<file path="src/rtl/timer_pkg.sv">
// ---------------------------------------------------------------------------
// timer_pkg
// Shared definitions for the 64-bit timer compare/interrupt stage.
//   - Register offsets of the compare/interrupt registers (TCMP0/TCMP1/TIER/TISR)
//   - Counter width and compare-register reset value
//   - Bit positions of the enable and status flags
//   - merge_lanes(): byte-strobed merge of a 32-bit APB write into a register
// ---------------------------------------------------------------------------
package timer_pkg;

    localparam int          CNT_W           = 64;
    localparam logic [63:0] CMP_RST_DEFAULT = 64'hFFFF_FFFF_FFFF_FFFF;

    localparam logic [7:0]  TCMP0_OFF = 8'h10;
    localparam logic [7:0]  TCMP1_OFF = 8'h14;
    localparam logic [7:0]  TIER_OFF  = 8'h18;
    localparam logic [7:0]  TISR_OFF  = 8'h1C;

    localparam int          INT_EN_BIT = 0;
    localparam int          INT_ST_BIT = 0;

    // Lanes with strb[k]=1 take the new byte, the rest keep the old byte.
    function automatic logic [31:0] merge_lanes(input logic [31:0] old_v,
                                                input logic [31:0] new_v,
                                                input logic [3:0]  strb);
        logic [31:0] res;
        res = old_v;
        for (int k = 0; k < 4; k++) begin
            if (strb[k]) begin
                res[8*k +: 8] = new_v[8*k +: 8];
            end
        end
        return res;
    endfunction

endpackage

</file>
<file path="src/rtl/cmp_int_ctrl_if.sv">
// ---------------------------------------------------------------------------
// cmp_int_ctrl_if
// APB-side register bus of the timer compare/interrupt stage.
//   wr_CMP0/wr_CMP1/wr_TIER/wr_TISR : one-cycle write strobes per register
//   pstrb, wdata                    : byte strobes and write data
//   cmp_val, int_en, int_st         : register readback from the block
// master = register-bus side (APB decoder), slave = cmp_int_ctrl.
// ---------------------------------------------------------------------------
interface cmp_int_ctrl_if #(
    parameter int DATA_W = 32
) ();
    import timer_pkg::*;

    logic                  wr_CMP0;
    logic                  wr_CMP1;
    logic                  wr_TIER;
    logic                  wr_TISR;
    logic [DATA_W/8-1:0]   pstrb;
    logic [DATA_W-1:0]     wdata;
    logic [CNT_W-1:0]      cmp_val;
    logic                  int_en;
    logic                  int_st;

    modport master (
        output wr_CMP0, wr_CMP1, wr_TIER, wr_TISR, pstrb, wdata,
        input  cmp_val, int_en, int_st
    );

    modport slave (
        input  wr_CMP0, wr_CMP1, wr_TIER, wr_TISR, pstrb, wdata,
        output cmp_val, int_en, int_st
    );

endinterface

</file>
<file path="src/rtl/cmp_match_det.sv">
// ---------------------------------------------------------------------------
// cmp_match_det
// 64-bit count/compare equality with rising-edge detection, so a count that
// stays equal to the compare value for many cycles yields a single event.
//   clk        : clock
//   rst_n      : synchronous reset, active-low (clears match history)
//   count      : registered counter value
//   cmp_val    : current compare register
//   match_rise : one-cycle pulse on each new match
// ---------------------------------------------------------------------------
module cmp_match_det
    import timer_pkg::*;
(
    input  logic             clk,
    input  logic             rst_n,
    input  logic [CNT_W-1:0] count,
    input  logic [CNT_W-1:0] cmp_val,
    output logic             match_rise
);

    logic match;
    logic match_d;
    logic match_q;

    always_comb begin
        match   = (count == cmp_val);
        match_d = match;
    end

    always_ff @(posedge clk) begin
        if (!rst_n) begin
            match_q <= 1'b0;
        end else begin
            match_q <= match_d;
        end
    end

    // A compare write landing on the current count is also a new match,
    // because match_q still reflects the previous compare value.
    assign match_rise = match & ~match_q;

endmodule

</file>
<file path="src/rtl/cmp_int_ctrl.sv">
// ---------------------------------------------------------------------------
// cmp_int_ctrl
// Compare register, interrupt enable and sticky W1C interrupt status of the
// 64-bit timer.
//   clk     : timer/APB clock
//   rst_n   : synchronous reset, active-low
//   bus     : register bus (slave modport): write strobes, pstrb, wdata,
//             readback of cmp_val, int_en, int_st
//   count   : registered counter value from the counter stage
//   tim_int : timer interrupt = int_en & int_st
// ---------------------------------------------------------------------------
module cmp_int_ctrl
    import timer_pkg::*;
#(
    parameter logic [63:0] CMP_RST = CMP_RST_DEFAULT,
    parameter int          DATA_W  = 32
) (
    input  logic             clk,
    input  logic             rst_n,
    cmp_int_ctrl_if.slave    bus,
    input  logic [CNT_W-1:0] count,
    output logic             tim_int
);

    logic [CNT_W-1:0] cmp_val_d, cmp_val_q;
    logic             int_en_d,  int_en_q;
    logic             int_st_d,  int_st_q;
    logic             match_rise;

    cmp_match_det u_match_det (
        .clk        (clk),
        .rst_n      (rst_n),
        .count      (count),
        .cmp_val    (cmp_val_q),
        .match_rise (match_rise)
    );

    always_comb begin
        cmp_val_d = cmp_val_q;
        if (bus.wr_CMP0) begin
            cmp_val_d[DATA_W-1:0] =
                merge_lanes(cmp_val_q[DATA_W-1:0], bus.wdata, bus.pstrb);
        end
        if (bus.wr_CMP1) begin
            cmp_val_d[CNT_W-1:DATA_W] =
                merge_lanes(cmp_val_q[CNT_W-1:DATA_W], bus.wdata, bus.pstrb);
        end
    end

    always_comb begin
        int_en_d = int_en_q;
        if (bus.wr_TIER && bus.pstrb[0]) begin
            int_en_d = bus.wdata[INT_EN_BIT];
        end
    end

    // A new match wins over a same-cycle W1C so no event is ever lost.
    always_comb begin
        int_st_d = int_st_q;
        if (match_rise) begin
            int_st_d = 1'b1;
        end else if (bus.wr_TISR && bus.pstrb[0] && bus.wdata[INT_ST_BIT]) begin
            int_st_d = 1'b0;
        end
    end

    always_ff @(posedge clk) begin
        if (!rst_n) begin
            cmp_val_q <= CMP_RST;
            int_en_q  <= 1'b0;
            int_st_q  <= 1'b0;
        end else begin
            cmp_val_q <= cmp_val_d;
            int_en_q  <= int_en_d;
            int_st_q  <= int_st_d;
        end
    end

    assign bus.cmp_val = cmp_val_q;
    assign bus.int_en  = int_en_q;
    assign bus.int_st  = int_st_q;
    assign tim_int     = int_en_q & int_st_q;

endmodule

</file>
<file path="src/flat_wrapper.sv">
// flat-port wrapper written by rule: the top's interface ports become plain ports
module cmp_int_ctrl_flat import timer_pkg::*;
#(
    parameter logic [63:0] CMP_RST = CMP_RST_DEFAULT,
    parameter int          DATA_W  = 32
)
  (clk, rst_n, count, tim_int, bus_wr_CMP0, bus_wr_CMP1, bus_wr_TIER, bus_wr_TISR, bus_pstrb, bus_wdata, bus_cmp_val, bus_int_en, bus_int_st);
  cmp_int_ctrl_if #(.DATA_W(DATA_W)) bus_i ();
  input  logic clk;
  input  logic rst_n;
  input  logic [CNT_W-1:0] count;
  output logic tim_int;
  input wire logic [$bits(bus_i.wr_CMP0)-1:0] bus_wr_CMP0;
  input wire logic [$bits(bus_i.wr_CMP1)-1:0] bus_wr_CMP1;
  input wire logic [$bits(bus_i.wr_TIER)-1:0] bus_wr_TIER;
  input wire logic [$bits(bus_i.wr_TISR)-1:0] bus_wr_TISR;
  input wire logic [$bits(bus_i.pstrb)-1:0] bus_pstrb;
  input wire logic [$bits(bus_i.wdata)-1:0] bus_wdata;
  output wire logic [$bits(bus_i.cmp_val)-1:0] bus_cmp_val;
  output wire logic [$bits(bus_i.int_en)-1:0] bus_int_en;
  output wire logic [$bits(bus_i.int_st)-1:0] bus_int_st;
  assign bus_i.wr_CMP0 = bus_wr_CMP0;
  assign bus_i.wr_CMP1 = bus_wr_CMP1;
  assign bus_i.wr_TIER = bus_wr_TIER;
  assign bus_i.wr_TISR = bus_wr_TISR;
  assign bus_i.pstrb = bus_pstrb;
  assign bus_i.wdata = bus_wdata;
  assign bus_cmp_val = bus_i.cmp_val;
  assign bus_int_en = bus_i.int_en;
  assign bus_int_st = bus_i.int_st;
  cmp_int_ctrl #(.CMP_RST(CMP_RST), .DATA_W(DATA_W)) u_core (.clk(clk), .rst_n(rst_n), .bus(bus_i), .count(count), .tim_int(tim_int));
endmodule
</file>
<file path="config.mk">
export PLATFORM = sky130hd
export DESIGN_NAME = cmp_int_ctrl_flat
export DESIGN_NICKNAME = d
export VERILOG_FILES = /design/src/rtl/timer_pkg.sv /design/src/rtl/cmp_int_ctrl_if.sv /design/src/rtl/cmp_match_det.sv /design/src/rtl/cmp_int_ctrl.sv /design/src/flat_wrapper.sv
export SDC_FILE = /design/constraint.sdc
export NUM_CORES = 1
export LEC_CHECK = 0
export CORE_MARGIN = 2
export CORE_UTILIZATION = 38
export CTS_CLUSTER_SIZE = 25
export DETAILED_ROUTE_END_ITERATION = 6
export GPL_TIMING_DRIVEN = 1
export PLACE_DENSITY = 0.8
export SETUP_SLACK_MARGIN = 0.15
export SLEW_MARGIN = 30
export SYNTH_ARGS = -nofsm -noshare
export SYNTH_HDL_FRONTEND = slang
export SYNTH_SLANG_ARGS = --single-unit
</file>
<file path="constraint.sdc">
create_clock -name clk -period 1.6 [get_ports clk]
set_input_delay 0.32 -clock clk [delete_from_list [all_inputs] [get_ports clk]]
set_output_delay 0.32 -clock clk [all_outputs]
set_load 0.03 [all_outputs]
</file>
Yosys cells after proc, flatten, opt, wreduce, memory -nomap -nowiden
Index checks and enable logic that the tools add are counted.

storage, ports and cells
  bits in registers = 67
  input bits = 106
  output and inout port bits = 67
  word-level logic and storage cells = 29

cells by class
  eq/ne operators = 1
  muxes and demuxes = 2
  bitwise operators = 3
  reductions and logical operators = 12

operators with widths
  cell                 number
  == test 64 bit       1
  AND reduction 2 bit  8
  logical AND 1 bit    3
  bitwise AND 1 bit    2
  2-to-1 mux 1 bit     2
  nonzero test 2 bit   1
  NOT 1 bit            1

Longest topological paths before layout
  word-level depth = 4
  gate-level depth with buffers = 5
  mapped depth without buffers = 5

Cells and area by module
Synthesis repeated with hierarchy kept, for this count alone.

unflattened totals
  cell total of the unflattened synthesis = 391
  area, all modules = 3761.1 µm²

by module, submodules not included
  module         instances  cells an instance  area an instance (µm²)  seq. area each (µm²)
  cmp_int_ctrl   1          302                3031.7                  1321.3
  cmp_match_det  1          89                 729.4                   20.0

Least setup slack after synthesis
OpenSTA, ideal clock, no wires.

  path type = register -> register
  from = reg u_core.cmp_val_q[30], in the netlist u_core.bus.cmp_val[30]
  to = reg u_core.int_st_q, in the netlist u_core.bus.int_st
  arrival = 1.383 ns
  required time = 1.516 ns
  slack = 0.133 ns
  cell stages (with the launch flop) = 6
  period minus slack after synthesis = 1.467 ns
  cell sequence = dfxtp_1 xnor2_1 nand3_1 a2111oi_2 nand3_1 o31ai_2

between the ends
  word-level cells in the longest chain between the ends = 3
  elaborated cells on any way between the ends = 4

ends and longest elaborated chain
  what                                                           line                 text
  from (decl)                                                    cmp_int_ctrl.sv:25   logic [CNT_W-1:0] cmp_val_d, cmp_val_q;
  from (signal assigned)                                         cmp_int_ctrl.sv:73   cmp_val_q <= cmp_val_d;
  == test 64 bit *                                               cmp_match_det.sv:26  match = (count == cmp_val);
  bitwise AND 1 bit *                                            cmp_match_det.sv:40  assign match_rise = match & ~match_q;
  2-to-1 mux 1 bit / nonzero test 2 bit (equally long branches)  --
  to (signal assigned)                                           cmp_int_ctrl.sv:75   int_st_q <= int_st_d;
  to (decl)                                                      cmp_int_ctrl.sv:27   logic int_st_d, int_st_q;

Every way passes the cells marked *; elsewhere a longest branch is shown, timed or not.
A chain may end at the register's enable or synchronous reset.

Worst setup path in the final report
  from = reg u_core.cmp_val_q[29], in the netlist u_core.bus.cmp_val[29]
  to = reg u_core.int_st_q, in the netlist u_core.bus.int_st

Same word-level chain as after synthesis.

==> reports/metrics.cfg <==
[clocking]
clk_latency_ns=0.35
clockBufferDepth=2
cts_tree=built
clock-sinks=67
clkTransAtPathRegs_ns=0.08
cts-root-buf=clkbuf_8
numCtsBuffers=9
htreeDepth=3

[critical_path]
crit_slowest_cell=dfxtp_1
critPathBufInv=0
rrSetupSlack_ns=0.05
crit_type=reg2reg
end_kind=flop
critical-path-top-delay-family=simple AND/OR/NAND/NOR gates
worstPathMaxFanout=3
worst_ep_arrival_time_ns=1.81
path_cells=xnor2_2 > nand4_1 > nor4_2 > nand4_1 > o31ai_2
worstPathRequired_ns=1.85
worst_path_most_repeated_cell=nand4_1
slowest_delay_ns=0.41
crit_path_start_kind=flop

[power_and_ir_drop]
leakage_nw=2.46
p_per_area_nw_per_um2=848
total_power_mw=4.54
vdd_ir_drop_max_v=0.000464

[logic_synthesis]
synth_xor_area_frac=0.160
synth_nets=496
synthAdderAreaFrac=0
syn_area_um2=3060
syn-instance-count=390
ys_ff_latch=67
yosys-top-cells-area=dfxtp_1 (44%), nand2_1 (16%), xnor2_1 (15%)
synth_compound_area_frac=0.0335
synth_cell_types=24
synth_top_family_by_area=simple AND/OR/NAND/NOR gates
yosysSeqAreaShare=0.438
synth_top_area_frac=0.438
synthMuxAreaShare=0
synth_top_area_cell=dfxtp_1
yosysWarningCount=0
syn_area_per_cell_um2=7.85
synth_simple_gate_area_share=0.341

[routing]
drcViolationCount=0
dr_wl_met3_mm=1.05
routedLengthMet1_mm=4.55
totalWireLength_mm=12.1
dr_total_vias=3497
wl_met2_mm=6.11
ant_nets=0
dr.max_layer_used=met4
drt-vias-per-instance=5.12
drtPass1Iterations=5
drt_iter0_drc=141
wl_per_cell_um=17.7

[global_routing]
grt-ovfl-total=0
first_global_vias=3497
antenna_found_initial=0
grt_max_degree=67
grt_usage=0.271
grt_pass1_wl_mm=17.9

[layout]
nets=682
drive_gt1_frac=0.250
diodes=0
final_util=0.689
area_growth_pct=74.9
fillers=644

[sta]
min_period_ns=1.55
finalWorstSetupSlack_ns=0.0473
finalSetupViolCount=0
hold_ws_ns=0.459
final-hold-violation-count=0
final.setup.tns_ns=0
maxSlewViolCount=0
max_slew.worst_pin.slew_ns=0.691
max_slew_margin=0.539
rsz0062_at_grt=yes
clock.fmax_ghz=0.644
period_share=0.970
finalClockSkew_ns=0.00761

[floorplan]
ioPinCount=173
die_h_um=93.7
die_w_um=93.7
start_util=0.394
rows=32
dieArea_um2=8790
core-area_um2=7770

[place]
place_congestion=0.817
dp_hpwl_mm=8.98
io_buffers=172
post-place-ws_ns=-0.450

[hold_path]
hp-class=in2reg

[outcome]
status=finished clean

[job]
max_cap_violations=0

-- Yosys cell counts --
cell type and n:
a2111oi_2 1, xnor2_1 53, and2_1 9, a21boi_1 1
o211ai_1 4, o22ai_1 3, nand2b_1 4, nor4_1 3
o31ai_2 1, nor4_2 1, buf_1 4, clkbuf_1 11
nor2_1 1, nor2b_1 1, nand2_1 134, inv_1 6
inv_2 1, o2111ai_1 1, a222oi_1 1, nand3_1 65
nor3_1 1, xor2_1 3, dfxtp_1 67, nand4_1 14
-- cell type report --
| class | instances | area (um2) | share of cell area |
|---|---|---|---|
| flip-flops and latches | 67 | 1390 | 0.259 |
| clock buffers | 11 | 141 | 0.0264 |
| repair buffers | 190 | 1770 | 0.331 |
| well taps | 102 | 128 | 0.0238 |
| inverters | 7 | 26.3 | 0.00491 |
| clock inverters | 5 | 52.6 | 0.00982 |
| multi-input cells | 301 | 1850 | 0.345 |
-- where the power goes --
part / internal [mW] / total, mW / switching [mW]
sequential: 1.79 / 1.92 / 0.125
clock: 0.755 / 1.42 / 0.665
combinational: 0.578 / 1.20 / 0.623
-- worst min-delay path, delay by kind of cell --
kind / cells / cell delay (ns)
buf+inv: 1 / 0.12
compound gates: 2 / 0.12
simple gates: 2 / 0.20
-- state kept, by name, summed over array words and instances, names as in the netlist --
name                        cells
u_core.bus.cmp_val             64
u_core.bus.int_en               1
u_core.bus.int_st               1
u_core.u_match_det.match_q      1
-- metrics by stage --
| step | cells | area (um2) |
|---|---|---|
| 2_1_floorplan | 390 | 3070 |
| 3_3_place_gp | 662 | 4970 |
| 3_5_place_dp | 662 | 4970 |
| 4_1_cts | 681 | 5340 |
| 5_1_grt | 683 | 5350 |
| 6_report | 683 | 5350 |
-- final timing paths --
path	start	endpoint	cells past startpoint
setup / recovery	u_core.bus.cmp_val[29]$_SDFFE_PN1P_	u_core.bus.int_st$_SDFFE_PN0P_	5
hold / removal	rst_n	u_core.bus.int_st$_SDFFE_PN0P_	5
hold reg to reg	u_core.u_match_det.match_q$_SDFF_PN0_	u_core.bus.int_st$_SDFFE_PN0P_	1
setup reg to reg	u_core.bus.cmp_val[29]$_SDFFE_PN1P_	u_core.bus.int_st$_SDFFE_PN0P_	5
-- placed cells by master (no fill, tap or decap), drive strengths merged, types with 3 or more instances in the layout --
cell and instances:
dfxtp 67, clkdlybuf4s50 73, nand2 134, and2 9
nand2b 4, clkinv 3, clkbuf 30, o211ai 4
dlygate4sd2 18, o22ai 3, dlymetal6s2s 15, inv 7
nor4 4, nand4 14, xor2 3, buf 26
nand3 65, clkdlybuf4s15 38, xnor2 53
-- cell families after synthesis --
logic type | after synthesis
compound gates | 12
flops | 67
simple gates | 233
buf+inv | 22
xor+xnor | 56
-- what timing repair did --
item,CTS,global route
gates resized for setup,187,92
pin swaps,24,24
setup buffers,3,2
hold buffers,0,0
setup endpoints to repair,69,57
-- layer usage --
| metal | track usage | vias to the layer above |
|---|---|---|
| li1 | - | 1664 |
| met1 | 0.303 | 1631 |
| met2 | 0.485 | 174 |
| met3 | 0.0650 | 28 |
| met4 | 0.118 | 0 |
| met5 | 0 | - |
Note: power is estimated with default switching activity, not from simulation.
